<file path="src/rtl/poly_mau_pkg.sv">
// Shared constants and types for the polynomial MAU and its sequencers.
//   Q, BARRET_M, MM_N : Dilithium modulus, Barrett constant and Montgomery width
//   ALU_PWM           : MAU ALU opcode for pointwise multiply
//   N_COEF_DEF        : default coefficients per polynomial
//   pwm_state_e       : PWM sequencer FSM states
package poly_mau_pkg;

    localparam logic [23:0] Q          = 24'd8380417;
    localparam logic [24:0] BARRET_M   = 25'd8396807;
    localparam logic [4:0]  MM_N       = 5'd23;
    localparam logic [3:0]  ALU_PWM    = 4'b0100;
    localparam int unsigned N_COEF_DEF = 256;

    typedef enum logic [1:0] {
        StIdle,
        StRun,
        StDrain,
        StDone
    } pwm_state_e;

endpackage

</file>
<file path="src/rtl/poly_pwm_vdelay.sv">
// Valid-bit delay line: i_valid emerges on o_valid DEPTH cycles later.
// Ports:
//   i_clk, i_rst_n : clock, async active-low reset (line clears to all-zero)
//   i_valid        : valid bit in
//   o_valid        : valid bit delayed by DEPTH cycles
module poly_pwm_vdelay #(
    parameter int unsigned DEPTH = 1
) (
    input  logic i_clk,
    input  logic i_rst_n,
    input  logic i_valid,
    output logic o_valid
);

    logic [DEPTH-1:0] r_sr;

    generate
        if (DEPTH == 1) begin : g_single
            always_ff @(posedge i_clk or negedge i_rst_n) begin
                if (!i_rst_n) begin
                    r_sr <= '0;
                end else begin
                    r_sr <= i_valid;
                end
            end
        end else begin : g_multi
            always_ff @(posedge i_clk or negedge i_rst_n) begin
                if (!i_rst_n) begin
                    r_sr <= '0;
                end else begin
                    r_sr <= {r_sr[DEPTH-2:0], i_valid};
                end
            end
        end
    endgenerate

    assign o_valid = r_sr[DEPTH-1];

endmodule

</file>
<file path="src/rtl/poly_pwm_ctrl.sv">
// Pointwise-multiply sequencer for the polynomial MAU (Dilithium).
// Streams N_COEF coefficient pairs from the A/B RAMs into the MAU at one per cycle and
// writes each in-order MAU result to the result RAM. Completion is counted, not timed.
// Ports:
//   i_clk, i_rst_n        : clock, async active-low reset
//   i_start, i_hold       : begin a pass (ignored while busy); stall read issue
//   o_busy, o_done, o_err : pass active; 1-cycle completion pulse; sticky protocol error
//   o_rd_en, o_rd_addr    : shared A/B RAM read strobe and address
//   i_rd_a, i_rd_b        : A/B RAM read data
//   o_mau_a/b, o_mau_enable, i_mau_valid, i_mau_o0 : MAU data path
//   o_mau_kd_sel, o_mau_alu_mode, o_mau_q, o_mau_barret_m, o_mau_mm_N : MAU static config
//   o_wr_en, o_wr_addr, o_wr_data : result RAM write port
module poly_pwm_ctrl
    import poly_mau_pkg::*;
#(
    parameter int unsigned N_COEF = N_COEF_DEF,
    parameter int unsigned ADDR_W = 8,
    parameter int unsigned RD_LAT = 1
) (
    input  logic              i_clk,
    input  logic              i_rst_n,
    input  logic              i_start,
    input  logic              i_hold,
    output logic              o_busy,
    output logic              o_done,
    output logic              o_err,
    output logic              o_rd_en,
    output logic [ADDR_W-1:0] o_rd_addr,
    input  logic [23:0]       i_rd_a,
    input  logic [23:0]       i_rd_b,
    output logic [23:0]       o_mau_a,
    output logic [23:0]       o_mau_b,
    output logic              o_mau_enable,
    input  logic              i_mau_valid,
    input  logic [23:0]       i_mau_o0,
    output logic              o_mau_kd_sel,
    output logic [3:0]        o_mau_alu_mode,
    output logic [23:0]       o_mau_q,
    output logic [24:0]       o_mau_barret_m,
    output logic [4:0]        o_mau_mm_N,
    output logic              o_wr_en,
    output logic [ADDR_W-1:0] o_wr_addr,
    output logic [23:0]       o_wr_data
);

    // One extra bit so the counters can hold N_COEF itself.
    localparam int unsigned     CNT_W  = ADDR_W + 1;
    localparam logic [CNT_W-1:0] N_CNT  = CNT_W'(N_COEF);
    localparam logic [CNT_W-1:0] N_LAST = CNT_W'(N_COEF - 1);

    pwm_state_e        r_state;
    logic [CNT_W-1:0]  r_rd_cnt;
    logic [CNT_W-1:0]  r_wr_cnt;
    logic              r_busy;
    logic              r_done;
    logic              r_err;
    logic              r_rd_en;
    logic [ADDR_W-1:0] r_rd_addr;

    logic              w_issue;
    logic              w_wr_en;
    logic              w_err_set;
    logic [CNT_W-1:0]  w_wr_cnt_nxt;

    assign w_issue      = (r_state == StRun) && !i_hold && (r_rd_cnt < N_CNT);
    assign w_wr_en      = i_mau_valid && ((r_state == StRun) || (r_state == StDrain))
                          && (r_wr_cnt < N_CNT);
    // Any MAU result that cannot be written is a protocol violation upstream.
    assign w_err_set    = i_mau_valid && !w_wr_en;
    assign w_wr_cnt_nxt = r_wr_cnt + CNT_W'(w_wr_en);

    always_ff @(posedge i_clk or negedge i_rst_n) begin
        if (!i_rst_n) begin
            r_state   <= StIdle;
            r_rd_cnt  <= '0;
            r_wr_cnt  <= '0;
            r_busy    <= 1'b0;
            r_done    <= 1'b0;
            r_err     <= 1'b0;
            r_rd_en   <= 1'b0;
            r_rd_addr <= '0;
        end else begin
            r_done   <= 1'b0;
            r_rd_en  <= 1'b0;
            r_wr_cnt <= w_wr_cnt_nxt;
            if (w_err_set) begin
                r_err <= 1'b1;
            end
            case (r_state)
                StIdle: begin
                    if (i_start) begin
                        r_rd_cnt <= '0;
                        r_wr_cnt <= '0;
                        r_err    <= w_err_set;
                        r_busy   <= 1'b1;
                        r_state  <= StRun;
                    end
                end
                StRun: begin
                    if (w_issue) begin
                        r_rd_en   <= 1'b1;
                        r_rd_addr <= r_rd_cnt[ADDR_W-1:0];
                        r_rd_cnt  <= r_rd_cnt + 1'b1;
                        if (r_rd_cnt == N_LAST) begin
                            r_state <= StDrain;
                        end
                    end
                end
                StDrain: begin
                    // Look at the post-write count so done follows the last write directly.
                    if (w_wr_cnt_nxt >= N_CNT) begin
                        r_done  <= 1'b1;
                        r_state <= StDone;
                    end
                end
                StDone: begin
                    r_busy  <= 1'b0;
                    r_state <= StIdle;
                end
                default: begin
                    r_busy  <= 1'b0;
                    r_state <= StIdle;
                end
            endcase
        end
    end

    poly_pwm_vdelay #(
        .DEPTH (RD_LAT)
    ) u_vdelay (
        .i_clk   (i_clk),
        .i_rst_n (i_rst_n),
        .i_valid (r_rd_en),
        .o_valid (o_mau_enable)
    );

    assign o_busy         = r_busy;
    assign o_done         = r_done;
    assign o_err          = r_err;
    assign o_rd_en        = r_rd_en;
    assign o_rd_addr      = r_rd_addr;
    assign o_mau_a        = i_rd_a;
    assign o_mau_b        = i_rd_b;
    assign o_wr_en        = w_wr_en;
    assign o_wr_addr      = r_wr_cnt[ADDR_W-1:0];
    assign o_wr_data      = i_mau_o0;
    assign o_mau_kd_sel   = 1'b1;
    assign o_mau_alu_mode = ALU_PWM;
    assign o_mau_q        = Q;
    assign o_mau_barret_m = BARRET_M;
    assign o_mau_mm_N     = MM_N;

endmodule

</file>
<file path="config.mk">
export PLATFORM = sky130hd
export DESIGN_NAME = poly_pwm_ctrl
export DESIGN_NICKNAME = d
export VERILOG_FILES = /design/src/rtl/poly_mau_pkg.sv /design/src/rtl/poly_pwm_vdelay.sv /design/src/rtl/poly_pwm_ctrl.sv
export SDC_FILE = /design/constraint.sdc
export NUM_CORES = 1
export LEC_CHECK = 0
export ABC_AREA = 1
export BUFFER_PORTS_ARGS = -buffer_cell sky130_fd_sc_hd__buf_2
export CORE_MARGIN = 1
export CORE_UTILIZATION = 25
export DETAILED_ROUTE_END_ITERATION = 8
export GPL_ROUTABILITY_DRIVEN = 0
export GPL_TIMING_DRIVEN = 0
export SYNTH_ARGS = -nofsm -noshare
export SYNTH_HDL_FRONTEND = slang
export SYNTH_SLANG_ARGS = --single-unit
</file>
<file path="constraint.sdc">
create_clock -name i_clk -period 2.95 [get_ports i_clk]
set_clock_uncertainty 0.05 [all_clocks]
set_input_delay 0.1475 -clock i_clk [delete_from_list [all_inputs] [get_ports i_clk]]
set_output_delay 0.1475 -clock i_clk [all_outputs]
set_load 0.005 [all_outputs]
</file>
# Word-level counts from Yosys, hierarchy flattened
# Index checks and enable logic that the tools add are counted.
# word_totals
word_cells,56
input_bits,77
output_inout_bits,153
reg_bits,33
# op_classes
n_mux,19
n_addsub,2
eq_ne,8
order_cmp,3
reduce_logical,15
# ops
op,count
2-to-1 mux 9 bit,4
less-than comparator 9 bit (second input constant),2
case mux 9 bit (2 select lines),1
adder 9 x 1 -> 9 bit,1
adder 9 x 1 -> 9 bit (second input constant),1
== test 9 x 8 -> 1 bit (second input constant),1
>= comparator 9 bit (second input constant),1
2-to-1 mux 1 bit,8
2-to-1 mux 2 bit,4
case mux 2 bit (4 select lines),1
logical AND 1 bit,5
== test 2 bit (second input constant),2
!= test 2 x 1 -> 1 bit (second input constant),2
!= test 2 bit (second input constant),2
AND reduction 2 bit,2
AND reduction 4 bit,1
nonzero test 2 bit,2
AND reduction 3 bit,1
== test 2 x 1 -> 1 bit (second input constant),1
logical NOT 1 bit,2
logical NOT 2 bit,1
case mux 1 bit (2 select lines),1
logical OR 1 bit,1

# Longest topological paths before layout
# Gate-level depths: netlist of the first run.
# depth
word_depth,9
ltp_mapped,14
mapped_depth_nobuf,14

# Modules after synthesis
# A second synthesis of the first run with hierarchy kept.
# hier_totals
cells_unflattened,329
hier_area_um2,2672.6
# modules_own_cells
module,area_each_um2,n_inst,cells_per_inst,seq_area_each_um2
poly_pwm_ctrl,2647.5,1,328,800.8
poly_pwm_vdelay,25.0,1,1,25.0

# Worst setup path after synthesis of the first run
# Ideal clock, no wire load.
# synth_timing
path_type,register to register
from,register r_state[0]
to,register r_state[0]
required_ps,2783
path_buffers,0
path_stages_with_launch,14
period_less_slack_ps,2035
arrival_time_ps,1869
setup_time_ps,117
setup_slack_ps,915
path_cell_list,dfrtp_1 -> inv_1 -> ha_1 -> nand2_1 -> nor2_1 -> ha_1 -> ha_1 -> nand2_1 -> nor2_2 -> nand3_1 -> nand3_1 -> nand2_1 -> nand2_1 -> nand2_1
# synth_via
elab_chain_len,8
word_cells_on_any_way,17
classes_between,1 x add/sub; 1 x order compare; 7 x eq/ne; 1 x mux; 7 x reduce/logical
# synth_rtl
element,line,text
"start, declared",poly_pwm_ctrl.sv:51,pwm_state_e r_state;
"start signal, assigned",poly_pwm_ctrl.sv:74,r_state <= StIdle;
"start signal, assigned",poly_pwm_ctrl.sv:96,r_state <= StRun;
"start signal, assigned",poly_pwm_ctrl.sv:105,r_state <= StDrain;
== test 2 x 1 -> 1 bit / == test 2 bit (equally long branches),poly_pwm_ctrl.sv:66,assign w_wr_en = i_mau_valid && ((r_state == StRun) || (r_state == StDrain))
logical OR 1 bit *,poly_pwm_ctrl.sv:66,
logical AND 1 bit *,poly_pwm_ctrl.sv:66,
logical AND 1 bit *,poly_pwm_ctrl.sv:67,&& (r_wr_cnt < N_CNT);
via o_wr_en,poly_pwm_ctrl.sv:41,"output logic o_wr_en,"
adder 9 x 1 -> 9 bit *,poly_pwm_ctrl.sv:70,assign w_wr_cnt_nxt = r_wr_cnt + CNT_W'(w_wr_en);
>= comparator 9 bit *,poly_pwm_ctrl.sv:111,if (w_wr_cnt_nxt >= N_CNT) begin
!= test 2 x 1 -> 1 bit (no line) *,-,
AND reduction 4 bit (no line) *,-,
# The timed path passes the listed nets; every way through them passes the cells marked *.
# A chain may end at the register's enable or synchronous reset.

# Final worst setup path of the first run
# layout_timing
from,register r_state[0]
to,register r_state[0]
# layout_via
elab_chain_len,8
word_cells_on_any_way,17
classes_between,1 x add/sub; 1 x order compare; 7 x eq/ne; 1 x mux; 7 x reduce/logical
# layout_rtl
element,line
== test 2 x 1 -> 1 bit / == test 2 bit (equally long branches),"poly_pwm_ctrl.sv:65, poly_pwm_ctrl.sv:66, poly_pwm_ctrl.sv:89"
logical OR 1 bit,poly_pwm_ctrl.sv:66
logical AND 1 bit,poly_pwm_ctrl.sv:66
logical AND 1 bit,poly_pwm_ctrl.sv:67
adder 9 x 1 -> 9 bit,poly_pwm_ctrl.sv:70
>= comparator 9 bit,poly_pwm_ctrl.sv:111
!= test 2 x 1 -> 1 bit (no line),-
AND reduction 4 bit (no line),-
# Parallel ways exist; a longest one is shown, timed or not.

==> results.toml, run 1 <==
[outcome]
outcome = "completed"

[setup_path]
reg2reg_from = "r_state[0]$_DFFE_PN0P_"
crit_path_start_kind = "flop"
critPathTopFamily = "simple AND/OR/NAND/NOR gates"
r2r_cells = 13
crit_path_end_kind = "flop"
max_stage_delay_ns = 0.40
cp_data_arrival_time_ns = 2.50
critPathMostFrequentCell = "nand2_1"
setup.worst_path.start = "r_state[0]$_DFFE_PN0P_"
critPathBufInv = 1
crit_path_cell_trace = "inv_1 -> ha_1 -> nand2_1 -> nor2_1 -> ha_1 -> ha_1 -> nand2_1 -> nor2_2 -> nand3_1 -> nand3_1 -> nand2_1 -> nand2_1 -> nand2_1"
r2r_slack_ns = 0.58
r2r-end = "r_state[0]$_DFFE_PN0P_"
cp_slowest_cell = "dfrtp_1"
worstSetupPathType = "reg -> reg"
cp.required_ns = 3.08
crit_path_max_fanout = 5

[cts]
cts_hold_buf = 1
clkTransAtPathRegs_ns = 0.07
cts_setup_buffers = 0
cts_tree = "done"
clock-sinks = 33
cts_resized = 0
clockRootBuffer = "clkbuf_8"
clock_path_buffers = 2
htreeDepth = 2
clk_latency_ns = 0.28
cts_inserted_buffers = 5

[power_and_ir_drop]
p_switching_mw = 0.609
p_clk_share_pct = 19.6
power.leakage_nw = 2.16
peakVddDrop_mv = 0.207
p_int_mw = 1.05
p_seq_share_pct = 34.9
swShare_pct = 36.6
p_comb_share_pct = 45.5
power.density_mw_per_mm2 = 453

[die]
core-area_sq_mm = 0.0104
die_height_um = 106
initial_utilization_pct = 26.0
dieArea_sq_mm = 0.0112
dieWidth_um = 106
ios = 230
row_count = 37

[final_layout]
n_antenna_cell = 0
fin_cells = 631
layout-drive-gt1-share_pct = 53.7
final_util_pct = 35.2
area_delta_synth_final_pct = 35.7
fin_nets = 579
finish.instance_area_sq_mm = 0.00367

[route]
wire_per_inst_um = 7.91
vias = 2282
wirelength_um = 4990
final_antenna_net_count = 0
dr.pass1.iters = 4
drc = 0
via_per_inst = 3.62
drt-initial-drc-count = 54

[worst_hold_path]
holdPathStages = 3
hp-class = "in -> reg"
worst_hold_path.endpoint = "o_err$_DFF_PN0_"
min_from = "i_mau_valid"

[synth]
synth_cells = 331
synth_seq_cells = 33
syn_area_sq_mm = 0.00271
async_flop_share_pct = 100
synth_edf_count = 0
yosys_warnings = 0
ys_seq_area_share_pct = 30.5
avgSynthCellArea_sq_um = 8.17
ys.flop_type = "dfrtp_1"
synth_cell_types = 26

[sta]
fin_crit_ns = 2.37
finalSetupViolations = 0
worst_pin_slew_ns = 0.762
max_freq_ghz = 0.422
grt_setup_unrepaired = "false"
fin_ws_ns = 0.583
final.setup.tns_ns = 0
hold_viol_final = 0
max_slew_margin_pct = 49.2
period_share_pct = 80.3
slew_violations = 0

[global_routing]
met2_usage_pct = 15.6
overflow = 0
grt_pass1_vias = 1862
grt.total_usage_pct = 8.36
grt_use_met1_pct = 8.77
antenna_found_initial = 1
grt-busiest-layer = "met2"
gr-usage-met3_pct = 2.02
grt_max_degree = 34
grt_pass1_wl_um = 7740

[run]
drv_cap = 0

[place]
dpl-instance-area_sq_mm = 0.00358
pre_cts_slack_ns = 0.583
dp_hpwl_um = 4170
dpl.cell_count = 622
io_buffers = 98
final cells by class:
cell class	instances	area, sq um
clock buffer	8	80.1
buffer	142	1080
timing repair buffer	99	500
fill	1106	6750
sequential	33	826
tap	136	170
multi-input combinational	185	908
inverter	28	108
stage by stage:
stage / total power, mW / hold slack, ns
final: 1.66 / 0.0462
after global placement: 1.33 / 0.208
after detailed placement: 1.35 / 0.219
after global routing: 1.80 / 0.0516
after floorplan: 1.14 / -0.198
after CTS: 1.69 / 0.0421
worst max path at each step:
| stage | endpoint | cells after the start |
|---|---|---|
| after CTS | r_state[1]$_DFFE_PN0P_ | 13 |
| final | r_state[0]$_DFFE_PN0P_ | 13 |
| after floorplan | r_state[0]$_DFFE_PN0P_ | 13 |
| after global placement | r_state[1]$_DFFE_PN0P_ | 13 |
| after global routing | r_state[1]$_DFFE_PN0P_ | 13 |
| after detailed placement | r_state[1]$_DFFE_PN0P_ | 13 |
per-layer routing:
metal | part of all wire (%) | wire (um)
met1 | 36 | 1810
met2 | 52 | 2620
met3 | 9.4 | 467
met4 | 1.6 | 78
met5 | 0.34 | 17
logic make-up after synthesis:
logic type,synth area share (%)
adder cells (fa/ha/maj),3.70
other,0.278
XOR/XNOR,0.324
AO/OA/AOI/OAI,6.75
flip-flops,30.5
buffers and inverters,43.8
AND/OR/NAND/NOR,14.6
sequential cells by signal (all words and copies together) (netlist names):
signal            count
o_busy                1
r_wr_cnt              9
o_rd_addr             8
o_rd_en               1
r_state               2
r_rd_cnt              9
u_vdelay.o_valid      1
o_err                 1
o_done                1
tightest hold or removal path: cells and delay by family:
kind,cells,cell delay (ns)
and+or+nand+nor,1,0.05
buffers and inverters,1,0.08
AOI/OAI and AO/OA,1,0.07
power by group through the flow:
| stage | clock network (mW) | logic, mW | registers [mW] |
|---|---|---|---|
| 2_1_floorplan | 0 | 0.554 | 0.585 |
| 3_3_place_gp | 0 | 0.742 | 0.587 |
| 3_5_place_dp | 0 | 0.759 | 0.592 |
| 4_1_cts | 0.340 | 0.763 | 0.583 |
| 5_1_grt | 0.352 | 0.854 | 0.593 |
| 6_report | 0.326 | 0.757 | 0.581 |
placed cells by master, fill, tap and decap left out, drive strengths merged:
| master | netlist | layout |
|---|---|---|
| dlygate4sd3 | 0 | 1 |
| and2 | 1 | 1 |
| o22ai | 1 | 1 |
| buf | 142 | 240 |
| xnor2 | 1 | 1 |
| nor2 | 17 | 17 |
| clkbuf | 0 | 8 |
| nand3 | 16 | 16 |
| conb | 2 | 59 |
| nand2 | 50 | 50 |
| o21ai | 19 | 19 |
| or2 | 1 | 1 |
| a21oi | 5 | 5 |
| dfrtp | 33 | 33 |
| o21a | 1 | 1 |
| nand4 | 2 | 2 |
| inv | 28 | 28 |
| ha | 8 | 8 |
| nor3 | 4 | 4 |
cell usage after synthesis, types with 2 or more instances:
cell type,instances,area [sq um]
inv_1,25,93.8
nand2_1,48,180
dfrtp_1,33,826
buf_6,3,33.8
nand3_1,16,80.1
o21ai_0,6,30.0
buf_4,139,1040
conb_1,2,7.51
nand4_1,2,12.5
nor3_1,3,15.0
inv_2,2,7.51
a21oi_1,4,20.0
ha_1,8,100
nand2_2,2,12.5
nor2_1,16,60.1
o21ai_2,12,105
No activity file was read; power rests on OpenSTA's default activity.
==> run 2, diff against run 1 <==
clock period = 2.4 ns   (was 2.95 ns; I/O delays follow)
==> run 2 against run 1 <==
Clock power increased by 23%. First-iteration DRC count rose by 30%. Worst setup slack lost 0.39 ns. Core utilization is 0.38 points higher. Critical path depth unchanged. Largest cell class unchanged. Largest power group unchanged.
==> results.toml, run 2 (synthesized netlist as in run 1, its figures left out) <==
[worst_hold_path]
min_from = "i_hold"
hp-class = "in -> reg"
worst_hold_path.endpoint = "o_rd_en$_DFF_PN0_"
holdPathStages = 2

[place]
io_buffers = 98
pre_cts_slack_ns = 0.0335
dpl-instance-area_sq_mm = 0.00358
dp_hpwl_um = 4170

[outcome]
outcome = "completed"

[sta]
max_slew_margin_pct = 48.6
fin_ws_ns = 0.193
worst_pin_slew_ns = 0.771
hold_viol_final = 0
period_share_pct = 92.0
slew_violations = 0
fin_hold_ws_ns = 0.0168
max_freq_ghz = 0.453
fin_crit_ns = 2.21
finalSetupViolations = 0

[die]
dieWidth_um = 106
initial_utilization_pct = 26.0
row_count = 37
ios = 230
core-area_sq_mm = 0.0104
die_height_um = 106
dieArea_sq_mm = 0.0112

[global_routing]
grt_max_degree = 34
grt_pass1_wl_um = 7740
overflow = 0
grt_pass1_vias = 1862
grt.total_usage_pct = 8.36
antenna_found_initial = 1

[cts]
clock_path_buffers = 2
clk_latency_ns = 0.28
htreeDepth = 2
clock-sinks = 33
cts_tree = "done"
cts_inserted_buffers = 5
clkTransAtPathRegs_ns = 0.07
clockRootBuffer = "clkbuf_8"

[setup_path]
r2r_cells = 13
crit_path_end_kind = "flop"
critPathTopFamily = "simple AND/OR/NAND/NOR gates"
worst-path-stages = 13
cp.required_ns = 2.53
cp_slowest_cell = "dfrtp_1"
crit_path_max_fanout = 5
max_stage_delay_ns = 0.40
crit_path_cell_trace = "inv_1 -> ha_1 -> nand2_1 -> nor2_4 -> ha_1 -> ha_1 -> nand2_1 -> nor2_4 -> nand3_1 -> nand3_2 -> nand2_1 -> nand2_1 -> nand2_1"
crit_path_start_kind = "flop"
critPathMostFrequentCell = "nand2_1"
r2r_slack_ns = 0.19
worstSetupPathType = "reg -> reg"
r2r-end = "r_state[1]$_DFFE_PN0P_"
reg2reg_from = "r_state[0]$_DFFE_PN0P_"
critPathBufInv = 1
cp_data_arrival_time_ns = 2.34

[power_and_ir_drop]
power.density_mw_per_mm2 = 559
p_total_mw = 2.07
p_seq_share_pct = 34.4
peakVddDrop_mv = 0.254
swShare_pct = 36.7
p_clk_share_pct = 19.4
p_int_mw = 1.31
power.leakage_nw = 2.18
p_switching_mw = 0.760
p_comb_share_pct = 46.1

[final_layout]
fillers = 1102
final_common_cell = "buf_4"
layout-drive-gt1-share_pct = 54.4
finish.instance_area_sq_mm = 0.00371
area_delta_synth_final_pct = 37.1
mostFrequentLayoutCells = "142 x buf_4, 98 x buf_2, 59 x conb_1"
multi_input_area_sq_um = 926
fin_nets = 582
n_antenna_cell = 0
seqCellArea_sq_um = 826

[route]
drc = 0
dr.pass1.iters = 4
via_per_inst = 3.64
final_antenna_net_count = 0
wirelength_um = 5060
vias = 2310
wire_per_inst_um = 7.97
drt-initial-drc-count = 70

[run]
drv_cap = 0
[run 2: changes by cell type in the layout (fill, tap and decap cells not counted)]
cell	change
buf_4	+3
nor2_4	+2
nor2_2	-1
nand3_1	-1
nor2_1	-1
nand3_2	+1
[run 2: repair_timing]
item	in CTS	in global routing
hold buffers	1	0
endpoints found under the hold margin	33	0
buffers inserted	0	3
endpoints found under the setup margin	0	4
gates resized for setup	0	4
[run 2: final cells by class]
type	count	share of cell area, %
Tap cell	136	4.59
Inverter	28	2.90
Sequential cell	33	22.3
Clock buffer	8	2.16
Timing Repair Buffer	102	14.1
Buffer	142	29.0
Multi-Input combinational cell	185	25.0
[run 2: worst max path at each step]
stage,start,end,slack (ns)
6_report,r_state[0]$_DFFE_PN0P_,r_state[1]$_DFFE_PN0P_,0.19
5_1_grt,r_state[0]$_DFFE_PN0P_,r_state[1]$_DFFE_PN0P_,-0.02
4_1_cts,r_state[0]$_DFFE_PN0P_,r_state[1]$_DFFE_PN0P_,0.006
3_5_place_dp,r_state[0]$_DFFE_PN0P_,r_state[1]$_DFFE_PN0P_,0.03
3_3_place_gp,r_state[0]$_DFFE_PN0P_,r_state[1]$_DFFE_PN0P_,0.12
2_1_floorplan,r_state[0]$_DFFE_PN0P_,r_state[0]$_DFFE_PN0P_,0.36
[run 2: layer usage]
layer,track usage (%),routed length [um]
met4,3.77,80
met1,8.77,1850
met3,2.02,468
met5,0,13
met2,15.6,2640
[run 2: through the flow]
| step | util, % | std cells | setup TNS, ns |
|---|---|---|---|
| 6_report | 35.6 | 634 | 0 |
| 4_1_cts | 35.2 | 631 | 0 |
| 5_1_grt | 35.6 | 634 | -0.0289 |
| 3_3_place_gp | 34.4 | 622 | 0 |
| 3_5_place_dp | 34.4 | 622 | 0 |
| 2_1_floorplan | - | 388 | 0 |
[run 2: power groups by stage]
stage | Combinational, mW | Sequential, mW | Clock (mW)
4_1_cts | 0.938 | 0.717 | 0.418
3_5_place_dp | 0.933 | 0.727 | 0
2_1_floorplan | 0.681 | 0.719 | 0
6_report | 0.956 | 0.714 | 0.402
5_1_grt | 1.08 | 0.728 | 0.433
3_3_place_gp | 0.913 | 0.722 | 0
